==> config.mk <==
export PLATFORM = sky130hd
export DESIGN_NAME = mc_ctrl_fsm
export DESIGN_NICKNAME = d
export VERILOG_FILES = /design/src/rtl/mc_ctrl_fsm.sv
export SDC_FILE = /design/constraint.sdc
export NUM_CORES = 1
export LEC_CHECK = 0
export CAP_MARGIN = 20
export CORE_ASPECT_RATIO = 0.8
export CORE_MARGIN = 1
export CORE_UTILIZATION = 40
export DETAILED_ROUTE_END_ITERATION = 12
export PLACE_DENSITY = 0.7
export RECOVER_POWER = 50
export SLEW_MARGIN = 20
export SYNTH_ARGS = -nofsm -noshare
export SYNTH_HDL_FRONTEND = slang
export SYNTH_SLANG_ARGS = --single-unit
==> constraint.sdc <==
create_clock -name clk_i -period 5.7 [get_ports clk_i]
set_input_delay 1.14 -clock clk_i [delete_from_list [all_inputs] [get_ports clk_i]]
set_output_delay 1.14 -clock clk_i [all_outputs]
set_load 0.005 [all_outputs]
==> src/rtl/mc_ctrl_fsm.sv <==
// Multi-cycle RV32I control sequencer: holds the fetched instruction in an IR
// and walks it through FETCH/DECODE/EXEC/MEM/WB with bounded memory waits.
module mc_ctrl_fsm #(
   parameter int MEM_TIMEOUT = 15
) (
   input  logic        clk_i,
   input  logic        rst_ni,
   input  logic [31:0] instr_i,
   input  logic        imem_ready_i,
   input  logic        dmem_ready_i,
   input  logic        br_less_i,
   input  logic        br_equal_i,
   output logic        imem_req_o,
   output logic        ir_wren_o,
   output logic        dmem_req_o,
   output logic        mem_wren_o,
   output logic        pc_wren_o,
   output logic        br_sel_o,
   output logic        br_unsigned_o,
   output logic        rd_wren_o,
   output logic        op_a_sel_o,
   output logic        op_b_sel_o,
   output logic [3:0]  alu_op_o,
   output logic [2:0]  width_o,
   output logic [1:0]  wb_sel_o,
   output logic [2:0]  state_o,
   output logic        retire_o,
   output logic        trap_o
);

   localparam logic [2:0] S_FETCH  = 3'd0;
   localparam logic [2:0] S_DECODE = 3'd1;
   localparam logic [2:0] S_EXEC   = 3'd2;
   localparam logic [2:0] S_MEM    = 3'd3;
   localparam logic [2:0] S_WB     = 3'd4;
   localparam logic [2:0] S_TRAP   = 3'd5;

   localparam logic [6:0] OP_R      = 7'b0110011;
   localparam logic [6:0] OP_I      = 7'b0010011;
   localparam logic [6:0] OP_LOAD   = 7'b0000011;
   localparam logic [6:0] OP_STORE  = 7'b0100011;
   localparam logic [6:0] OP_BRANCH = 7'b1100011;
   localparam logic [6:0] OP_LUI    = 7'b0110111;
   localparam logic [6:0] OP_AUIPC  = 7'b0010111;
   localparam logic [6:0] OP_JAL    = 7'b1101111;
   localparam logic [6:0] OP_JALR   = 7'b1100111;

   localparam logic [7:0] TIMEOUT = 8'(MEM_TIMEOUT);

   logic [2:0]  state_q, state_d;
   logic [31:0] ir_q, ir_d;
   logic [7:0]  cnt_q, cnt_d;
   logic [7:0]  cnt_inc;

   logic [6:0] opcode;
   logic [2:0] f3;
   logic [6:0] f7;
   assign opcode = ir_q[6:0];
   assign f3     = ir_q[14:12];
   assign f7     = ir_q[31:25];

   // Register and immediate fields are consumed by the datapath, not here.
   logic unused_ir;
   assign unused_ir = ^{ir_q[24:15], ir_q[11:7]};

   function automatic logic [3:0] alu_from_f3(input logic [2:0] fn3, input logic alt);
      case (fn3)
         3'b000:  alu_from_f3 = alt ? 4'b0001 : 4'b0000;
         3'b001:  alu_from_f3 = 4'b0111;
         3'b010:  alu_from_f3 = 4'b0010;
         3'b011:  alu_from_f3 = 4'b0011;
         3'b100:  alu_from_f3 = 4'b0100;
         3'b101:  alu_from_f3 = alt ? 4'b1001 : 4'b1000;
         3'b110:  alu_from_f3 = 4'b0101;
         default: alu_from_f3 = 4'b0110;
      endcase
   endfunction

   logic       legal, is_load, is_store, is_branch, is_jump, taken, br_uns;
   logic       op_a_dec, op_b_dec;
   logic [3:0] alu_dec;
   logic [2:0] width_dec;
   logic [1:0] wb_dec;

   always_comb begin
      legal     = 1'b0;
      is_load   = 1'b0;
      is_store  = 1'b0;
      is_branch = 1'b0;
      is_jump   = 1'b0;
      br_uns    = 1'b0;
      op_a_dec  = 1'b0;
      op_b_dec  = 1'b0;
      alu_dec   = 4'b0000;
      width_dec = 3'b000;
      wb_dec    = 2'b00;
      case (opcode)
         OP_R: begin
            legal   = (f7 == 7'b0000000) ||
                      ((f7 == 7'b0100000) && ((f3 == 3'b000) || (f3 == 3'b101)));
            alu_dec = alu_from_f3(f3, f7[5]);
            wb_dec  = 2'b01;
         end
         OP_I: begin
            if (f3 == 3'b001)      legal = (f7 == 7'b0000000);
            else if (f3 == 3'b101) legal = (f7 == 7'b0000000) || (f7 == 7'b0100000);
            else                   legal = 1'b1;
            alu_dec  = alu_from_f3(f3, (f3 == 3'b101) && f7[5]);
            op_b_dec = 1'b1;
            wb_dec   = 2'b01;
         end
         OP_LOAD: begin
            is_load  = 1'b1;
            op_b_dec = 1'b1;
            case (f3)
               3'b000:  begin legal = 1'b1; width_dec = 3'b000; end
               3'b001:  begin legal = 1'b1; width_dec = 3'b010; end
               3'b010:  begin legal = 1'b1; width_dec = 3'b111; end
               3'b100:  begin legal = 1'b1; width_dec = 3'b100; end
               3'b101:  begin legal = 1'b1; width_dec = 3'b110; end
               default: legal = 1'b0;
            endcase
         end
         OP_STORE: begin
            is_store = 1'b1;
            op_b_dec = 1'b1;
            case (f3)
               3'b000:  begin legal = 1'b1; width_dec = 3'b000; end
               3'b001:  begin legal = 1'b1; width_dec = 3'b001; end
               3'b010:  begin legal = 1'b1; width_dec = 3'b111; end
               default: legal = 1'b0;
            endcase
         end
         OP_BRANCH: begin
            is_branch = 1'b1;
            legal     = (f3 != 3'b010) && (f3 != 3'b011);
            br_uns    = (f3 == 3'b110) || (f3 == 3'b111);
            op_a_dec  = 1'b1;
            op_b_dec  = 1'b1;
         end
         OP_LUI: begin
            legal    = 1'b1;
            alu_dec  = 4'b1111;
            op_b_dec = 1'b1;
            wb_dec   = 2'b01;
         end
         OP_AUIPC: begin
            legal    = 1'b1;
            op_a_dec = 1'b1;
            op_b_dec = 1'b1;
            wb_dec   = 2'b01;
         end
         OP_JAL: begin
            legal    = 1'b1;
            is_jump  = 1'b1;
            op_a_dec = 1'b1;
            op_b_dec = 1'b1;
            wb_dec   = 2'b10;
         end
         OP_JALR: begin
            legal    = (f3 == 3'b000);
            is_jump  = 1'b1;
            op_b_dec = 1'b1;
            wb_dec   = 2'b10;
         end
         default: legal = 1'b0;
      endcase
   end

   always_comb begin
      case (f3)
         3'b000:          taken = br_equal_i;
         3'b001:          taken = !br_equal_i;
         3'b100, 3'b110:  taken = br_less_i;
         3'b101, 3'b111:  taken = !br_less_i;
         default:         taken = 1'b0;
      endcase
   end

   assign cnt_inc = cnt_q + 8'd1;

   logic imem_req, ir_wren, dmem_req, mem_wren, pc_wren, br_sel, rd_wren, retire;
   logic fields_en;

   always_comb begin
      state_d  = state_q;
      ir_d     = ir_q;
      cnt_d    = cnt_q;
      imem_req = 1'b0;
      ir_wren  = 1'b0;
      dmem_req = 1'b0;
      mem_wren = 1'b0;
      pc_wren  = 1'b0;
      br_sel   = 1'b0;
      rd_wren  = 1'b0;
      retire   = 1'b0;
      case (state_q)
         S_FETCH: begin
            imem_req = 1'b1;
            if (imem_ready_i) begin
               ir_wren = 1'b1;
               ir_d    = instr_i;
               cnt_d   = 8'd0;
               state_d = S_DECODE;
            end else if (cnt_inc == TIMEOUT) begin
               cnt_d   = 8'd0;
               state_d = S_TRAP;
            end else begin
               cnt_d = cnt_inc;
            end
         end
         S_DECODE: begin
            cnt_d   = 8'd0;
            state_d = legal ? S_EXEC : S_TRAP;
         end
         S_EXEC: begin
            if (is_branch) begin
               pc_wren = 1'b1;
               br_sel  = taken;
               retire  = 1'b1;
               state_d = S_FETCH;
            end else if (is_load || is_store) begin
               state_d = S_MEM;
            end else begin
               state_d = S_WB;
            end
         end
         S_MEM: begin
            dmem_req = 1'b1;
            mem_wren = is_store;
            // A ready on the timeout cycle still completes the access.
            if (dmem_ready_i) begin
               cnt_d = 8'd0;
               if (is_store) begin
                  pc_wren = 1'b1;
                  retire  = 1'b1;
                  state_d = S_FETCH;
               end else begin
                  state_d = S_WB;
               end
            end else if (cnt_inc == TIMEOUT) begin
               cnt_d   = 8'd0;
               state_d = S_TRAP;
            end else begin
               cnt_d = cnt_inc;
            end
         end
         S_WB: begin
            rd_wren = 1'b1;
            pc_wren = 1'b1;
            br_sel  = is_jump;
            retire  = 1'b1;
            state_d = S_FETCH;
         end
         S_TRAP:  state_d = S_TRAP;
         default: state_d = S_FETCH;
      endcase
   end

   always_ff @(posedge clk_i) begin
      if (!rst_ni) begin
         state_q <= S_FETCH;
         ir_q    <= 32'd0;
         cnt_q   <= 8'd0;
      end else begin
         state_q <= state_d;
         ir_q    <= ir_d;
         cnt_q   <= cnt_d;
      end
   end

   // Everything is forced low while reset is held, so no strobe leaks mid-access.
   assign fields_en     = rst_ni && ((state_q == S_EXEC) || (state_q == S_MEM) || (state_q == S_WB));
   assign imem_req_o    = rst_ni & imem_req;
   assign ir_wren_o     = rst_ni & ir_wren;
   assign dmem_req_o    = rst_ni & dmem_req;
   assign mem_wren_o    = rst_ni & mem_wren;
   assign pc_wren_o     = rst_ni & pc_wren;
   assign br_sel_o      = rst_ni & br_sel;
   assign rd_wren_o     = rst_ni & rd_wren;
   assign retire_o      = rst_ni & retire;
   assign br_unsigned_o = fields_en & br_uns;
   assign op_a_sel_o    = fields_en & op_a_dec;
   assign op_b_sel_o    = fields_en & op_b_dec;
   assign alu_op_o      = fields_en ? alu_dec : 4'b0000;
   assign width_o       = fields_en ? width_dec : 3'b000;
   assign wb_sel_o      = fields_en ? wb_dec : 2'b00;
   assign state_o       = rst_ni ? state_q : S_FETCH;
   assign trap_o        = rst_ni && (state_q == S_TRAP);

endmodule
# Yosys cells after proc, flatten, opt, wreduce, memory -nomap -nowiden
# Cells that the tools add are included.
# totals
ff_bits,43
output_inout_bits,24
in_bits,38
# op_classes
bitwise_logic,10
eq_ne,25
reduce_logical,28
n_addsub,1
muxes,52
# ops
cell,n
$pmux 4 s7,2
$eq 7x6->1 const B,4
$mux 3,9
$mux 1,25
$mux 8,3
$pmux 8 s3,1
$eq 7x7->1 const B,3
$eq 3x3->1 const B,6
$pmux 3 s5,1
$eq 7x5->1 const B,2
$eq 3x2->1 const B,4
$pmux 3 s2,2
$pmux 3 s4,1
$pmux 4 s3,1
$and 1x1->1,10
$reduce_or 3->1,3
$add 8x1->8 const B,1
$eq 8x4->1 const B,1
$reduce_or 8->1,1
$eq 7x2->1 const B,1
$logic_not 7->1,1
$logic_or 1x1->1,7
$pmux 1 s7,1
$eq 3x1->1 const B,2
other kinds (15),24

# Depth between registers and ports, before layout
# Gate-level depths: netlist of the first run.
# depth
ltp_word,7
ltp_mapped,7
mapped_depth_nobuf,6

# Least setup slack after synthesis of the first run
# OpenSTA, ideal clock, no wires.
# synth_path
path_type,in2out
from,in rst_ni
to,out retire_o
required_ns,4.560
t_arrival_ns,1.917
path_buffers,3
stages,5
slack_ns,2.643
cell_sequence,clkbuf_8 inv_2 buf_1 nor2_1 buf_4
# synth_between
elab_chain_len,1
# synth_lines
element,line_no,source
from (decl),7,"input logic rst_ni,"
$and 1x1->1,-,
to (decl),27,"output logic retire_o,"
# Every way passes these cells.

# Worst setup path after layout of the first run
# layout_path
from,in rst_ni
to,out pc_wren_o
# layout_between
elab_chain_len,1
# layout_lines
element,line_no,source
$and 1x1->1,278,assign pc_wren_o = rst_ni & pc_wren;
to (decl),17,"output logic pc_wren_o,"
# Every way passes these cells.

==> results.md, run 1 <==
- Slew HR: 0.420
- Synth Flop Type: dfxtp_1
- Post-layout util: 0.525
- Postcts setup bufs: 0
- Residual DRC: 0
- Tmin final: between 4 and 5 ns
- Worst R2R Path Depth: 5
- Lkg Pwr: between 0.0008 and 0.0009 uW
- Post-DP HPWL: about 3600 microns
- Core ar.: ~0.0047 sq mm
- Fin crit share: 0.751
- CP delay by family, top: buffers and inverters
- Total congestion overflow: 0
- EDFF count, synth: 0
- Nets: ~350
- Placed inst area: about 0.0024 sq mm
- PostCTS Resize Cnt: 0
- Synth Warn #: 0
- R2r setup slk: 3.58 ns
- Count of input and output buffers: 46
- CP startpoint kind: input port
- CP cell instances: dlygate4sd3_1 > inv_1 > nor2_1 > clkdlybuf4s50_1
- Avg WL per Cell: approximately 13 microns
- Initial Util: 0.426
- Clock transition at the registers of the reported paths: 0.09 ns
- Area leader, netlist: dfxtp_1
- CTS max path bufs: 2
- Root Buffer: clkbuf_8
- Dominant cell by count in the synthesized netlist: nand2_1
- Syn Inst Count: roughly 280
- # clock sinks: 28
- Yosys top cell area share: 0.281
- Hold Path End: ir_q[27]
- Max incr delay on CP: 0.68 ns
- Vias: just over 2000
- Vias in the first global route: 1842
- DRT Wirelength: between 4000 and 5000 microns
- R2r endpoint: state_q[2]
- Vias per inst: between 5 and 6
- Fillers: between 400 and 500
- VDD IR max: around 0.13 mV
- Worst Path Arrival: 3.14 ns
- CP max FO: 28
- First-pass GRT wire length: between 8000 and 9000 microns
- Die H: ~65 microns
- Syn nets: roughly 320
- Worst path slowest cell: inv_1
- Skew final: between 0.006 and 0.007 ns
- Hold path startpoint: ir_q[27]
- Hold Path Cell Cnt: 2
- Area Growth Syn to Fin: 23.3%
- Post-Syn Area: about 0.0020 sq mm
- Max frequency: about 0.23 GHz
- First-iteration detailed-routing DRC count: 190
- Status: finished, final reports clean
- Setup_tns: 0 ns
- Fin. Hold Viols: 0
- Io pins: between 60 and 70
- Slew @ Worst Pin: roughly 0.87 ns
- Pwr per Cell Area: between 200 and 250 mW/mm^2
- Antenna violations before repair: 0
- Post-synthesis sequential area ratio: 0.281
- # setup viols final: 0
- Total CTS buffers: 3
- Largest net degree at the start of global routing: 29
- Detailed-router iteration count before antenna repair: 4
- Final Worst Setup Slack: around 1.4 ns
- Max_cap viols: 0
- Share of cells above drive strength 1: 0.0452
- Worst skew pair latency: ~0.28 ns
- Synth async-reset ratio: 0
- Critical Path RT: 4.56 ns
- H-Tree Depth: 1
- Netlist cell types: 62
- CP bufs+invs: 3
- CTS tree: done
- Diode count: 0
- RR Startpoint: ir_q[2]
- Yosys reg bits: 28
- Avg Inst Size Synth: a little over 7 sq um
- Commonest cells post-synth: nand2_1, a21oi_1, dfxtp_1
- GPL Wtd Cong: between 0.8 and 0.9
- Total GRT Usage: 0.201
- Worst Setup End Kind: output port
- Design area: 0.00246 sq mm
- Placement Setup Slack: approximately 1.6 ns
- Area contributors post-synth: dfxtp_1, nand2_1, a21oi_1, nor2_1, nor3_1
- Pins Over Slew Limit: 0
- Crit Path Class: input port to output port
- Antenna viol nets, final: 0
- Width of the die: just over 80 microns
- FP Rows: 22
- RSZ-0062 raised after global routing: no
- Area of the die: 0.00527 sq mm
- Worst Hold Class: register to register
- Hold_buf cts: 0
==> placed cells by master (no fill, tap or decap), drive strengths merged, types with 2 or more instances in the layout <==
master          n
nor4            3
o21ai          13
o2111ai         2
clkbuf          3
and2b           2
nor2           22
dlygate4sd3     2
nand3           7
and2            2
clkdlybuf4s50  44
a21oi          35
a211oi          3
nand2b          7
a211o           3
o22ai           2
ha              2
nor2b           3
o211ai          2
a22oi           2
a311oi          2
nand3b          2
and3            2
nor3           15
nand2          54
a31oi           5
inv             9
nand4           4
dfxtp          28
or3             2
and3b           3
a21o            2
==> flip-flops by register name (all words and copies together) (netlist names) <==
signal   cells
cnt_q        8
state_q      3
ir_q        17
==> kinds of logic after synthesis <==
group,after synthesis,synth area share
compound gates,82,0.262
xor+xnor,2,0.00879
simple gates,136,0.347
buf+inv,30,0.0841
flops,28,0.281
mux,1,0.00502
fa+ha+maj,2,0.0126
==> worst reg2reg max path, stage by stage, from the launching register on <==
cell       delay, ns
dfxtp_1         0.40
nand4bb_1       0.42
nor2_1          0.37
nand4_1         0.17
a41oi_1         0.45
o221ai_1        0.18
==> stage by stage <==
stage	cells	hold slack, ns	total power, uW
floorplan	281	0.436	361
global placement	366	0.442	404
detailed placement	366	0.453	406
CTS	370	0.467	566
global route	370	0.488	598
finish	370	0.462	561
==> worst max-delay path by stage <==
stage	start	end	slack [ns]	cells past startpoint
6_report	rst_ni	pc_wren_o	1.42	4
2_1_floorplan	rst_ni	retire_o	2.64	5
4_1_cts	rst_ni	br_unsigned_o	1.60	4
5_1_grt	rst_ni	retire_o	1.29	4
3_3_place_gp	rst_ni	br_unsigned_o	1.39	4
3_5_place_dp	rst_ni	br_unsigned_o	1.61	4
==> power breakdown <==
part / internal (uW) / switching (uW)
logic: 68.7 / 81.0
registers: 214 / 38.7
clock network: 94.1 / 64.3
total: 377 / 184
==> cell type report <==
cell class / instances / area (sq um) / area share
sequential: 28 / 561 / 0.228
clock inverter: 1 / 30.0 / 0.0122
timing repair buffer: 46 / 460 / 0.187
tap: 60 / 75.1 / 0.0305
inverter: 9 / 33.8 / 0.0137
clock buffer: 3 / 41.3 / 0.0168
multi-input combinational: 223 / 1260 / 0.511
==> layer usage <==
metal / vias up / share of wire / track usage
met3: 6 / 0.055 / 0.0389
met4: 0 / 0.0092 / 0.0469
met2: 63 / 0.42 / 0.298
met1: 935 / 0.52 / 0.297
met5: - / 0 / 0
li1: 1062 / - / -
Power figures use the tool's default switching activity.
==> run 2, diff against run 1 <==
clock period = 4.2 ns   (was 5.7 ns; I/O delays follow)
==> results.md, run 2 (synthesis results as in run 1) <==
- Largest registers: ir_q (17), cnt_q (8), state_q (3)
- Die H: 65.1 microns (unchanged)
- CP startpoint kind: register
- Critical Path RT: 3.36 ns (-1.20 ns)
- Root Buffer: clkbuf_8
- Vias per inst: 5.54 (-0.77%)
- Clock transition at the registers of the reported paths: 0.10 ns (about the same)
- Vias: 2050 (-0.77%)
- Residual DRC: 0 (unchanged)
- CP delay by family, top: buffers and inverters
- First-pass GRT wire length: 8320 microns (-1.5%)
- Largest reg by FF count: ir_q
- CTS max path bufs: 2 (unchanged)
- PostCTS Resize Cnt: 0 (unchanged)
- Initial Util: 0.426 (unchanged)
- Max frequency: approximately 0.28 GHz
- Max_cap viols: 0 (unchanged)
- Setup_tns: 0 ns (unchanged)
- DRT Wirelength: 4920 microns (-1.2%)
- Pins Over Slew Limit: 0 (unchanged)
- Crit Path Class: register to output port
- Count of input and output buffers: 46 (unchanged)
- Area of the die: 0.00527 sq mm (unchanged)
- Skew final: 0.00350 ns (-0.00270 ns)
- Post-DP HPWL: 3560 microns (-1.5%)
- Core ar.: 0.00468 sq mm (unchanged)
- CP max FO: 14 (-50%)
- Total GRT Usage: 0.198 (-0.00354)
- Pwr per Cell Area: 308 mW/mm^2 (+35%)
- Avg WL per Cell: 13.3 microns (-1.2%)
- Hold Path Cell Cnt: 2 (unchanged)
- Worst Hold Class: register to register
- VDD IR max: 0.173 mV (+36%)
- Nets: 351 (unchanged)
- Max FFs per register: 17 (unchanged)
- Fillers: 493 (+3.4%)
- CTS tree: done
- Largest net degree at the start of global routing: 29 (unchanged)
- Hold_buf cts: 0 (unchanged)
- H-Tree Depth: 1 (unchanged)
- FP Rows: 22 (unchanged)
- Slew @ Worst Pin: 0.878 ns (+0.00892 ns)
- Area Growth Syn to Fin: 23.1%
- Diode count: 0 (unchanged)
- Width of the die: 80.9 microns (unchanged)
- Lkg Pwr: 0.000825 uW (-0.37%)
- Worst Setup End Kind: output port
- Most frequent cells in the layout: nand2_1, clkdlybuf4s50_1, a21oi_1, dfxtp_1, nor2_1
- Detailed-router iteration count before antenna repair: 5 (+1)
- Worst skew pair latency: 0.27 ns (about the same)
- Vias in the first global route: 1764 (-4.2%)
- Postcts setup bufs: 0 (unchanged)
- # setup viols final: 0 (unchanged)
- GPL Wtd Cong: 0.885 (about the same)
- Fin crit share: 0.843
- Worst R2R Path Depth: 4 (-1)
- Max incr delay on CP: 0.64 ns (-0.04 ns)
- Fin. Hold Viols: 0 (unchanged)
- Placed inst area: 0.00239 sq mm (unchanged)
- Crit. path cell count: 5 (+1)
- Status: finished, final reports clean
- Antenna viol nets, final: 0 (unchanged)
- Total CTS buffers: 3 (unchanged)
- First-iteration detailed-routing DRC count: 213 (+12%)
- Commonest non-fill, non-tap cell in the layout: nand2_1
- Worst Path Arrival: 2.70 ns (-0.44 ns)
- Total congestion overflow: 0 (unchanged)
- Io pins: 62 (unchanged)
- Antenna violations before repair: 0 (unchanged)
- CP cell instances: inv_1 > and3_1 > o21ai_1 > and3b_1 > clkdlybuf4s50_1
- Slew HR: 0.414 (-0.00564)
- RSZ-0062 raised after global routing: no
- CP bufs+invs: 2 (-1)
- Worst path slowest cell: o21ai_1
- Share of cells above drive strength 1: 0.0452 (unchanged)
- # clock sinks: 28 (unchanged)
- Design area: 0.00245 sq mm (-0.15%)
- Tmin final: between 3 and 4 ns
## run 2: cell count changes in the layout (fill, tap and decap cells not counted), sizes merged
cell / change
clkdlybuf4s50: +1
dlygate4sd3: -1
## run 2: final timing paths
check / start / to / slack, ns
hold / removal: ir_q[26] / ir_q[26] / 0.46
hold reg to reg: ir_q[26] / ir_q[26] / 0.46
setup reg to reg: ir_q[2] / state_q[2] / 2.15
setup / recovery: state_q[0] / width_o[2] / 0.66
## run 2: power by group
part	total (uW)	switching [uW]	internal [uW]	leakage (uW)
combinational	202	109	92.5	0.000561
sequential	343	52.7	291	0.000229
clock	211	83.1	127	0.0000357
## run 2: cell type report
type	count	area (sq um)	share of cell area
clock buffer	3	41.3	0.0168
clock inverter	1	30.0	0.0122
inverter	9	33.8	0.0138
multi-input combinational	223	1250	0.510
sequential	28	561	0.228
tap	60	75.1	0.0306
timing repair buffer	46	460	0.188
## run 2: per-layer routing
metal | routed length (microns) | track usage | vias to the layer above
met5 | 0 | 0 | -
met4 | 34 | 0.0379 | 0
met3 | 286 | 0.0361 | 4
met2 | 2000 | 0.288 | 70
met1 | 2610 | 0.300 | 918
li1 | - | - | 1058
## run 2: worst register-to-register path, delay by kind of cell, from the launching register on
family          cells  cell delay [ns]
flops               1             0.39
simple gates        2             1.00
compound gates      2             0.55
## run 2: through the flow
| step | util | worst slack, ns | instances | power (uW) | hold WS, ns |
|---|---|---|---|---|---|
| after floorplan | - | 1.74 | 281 | 490 | 0.436 |
| after global placement | 0.512 | 0.492 | 366 | 548 | 0.442 |
| after detailed placement | 0.512 | 0.692 | 366 | 550 | 0.451 |
| after CTS | 0.527 | 0.682 | 370 | 764 | 0.465 |
| after global routing | 0.524 | 0.526 | 370 | 805 | 0.483 |
| final | 0.524 | 0.661 | 370 | 755 | 0.462 |
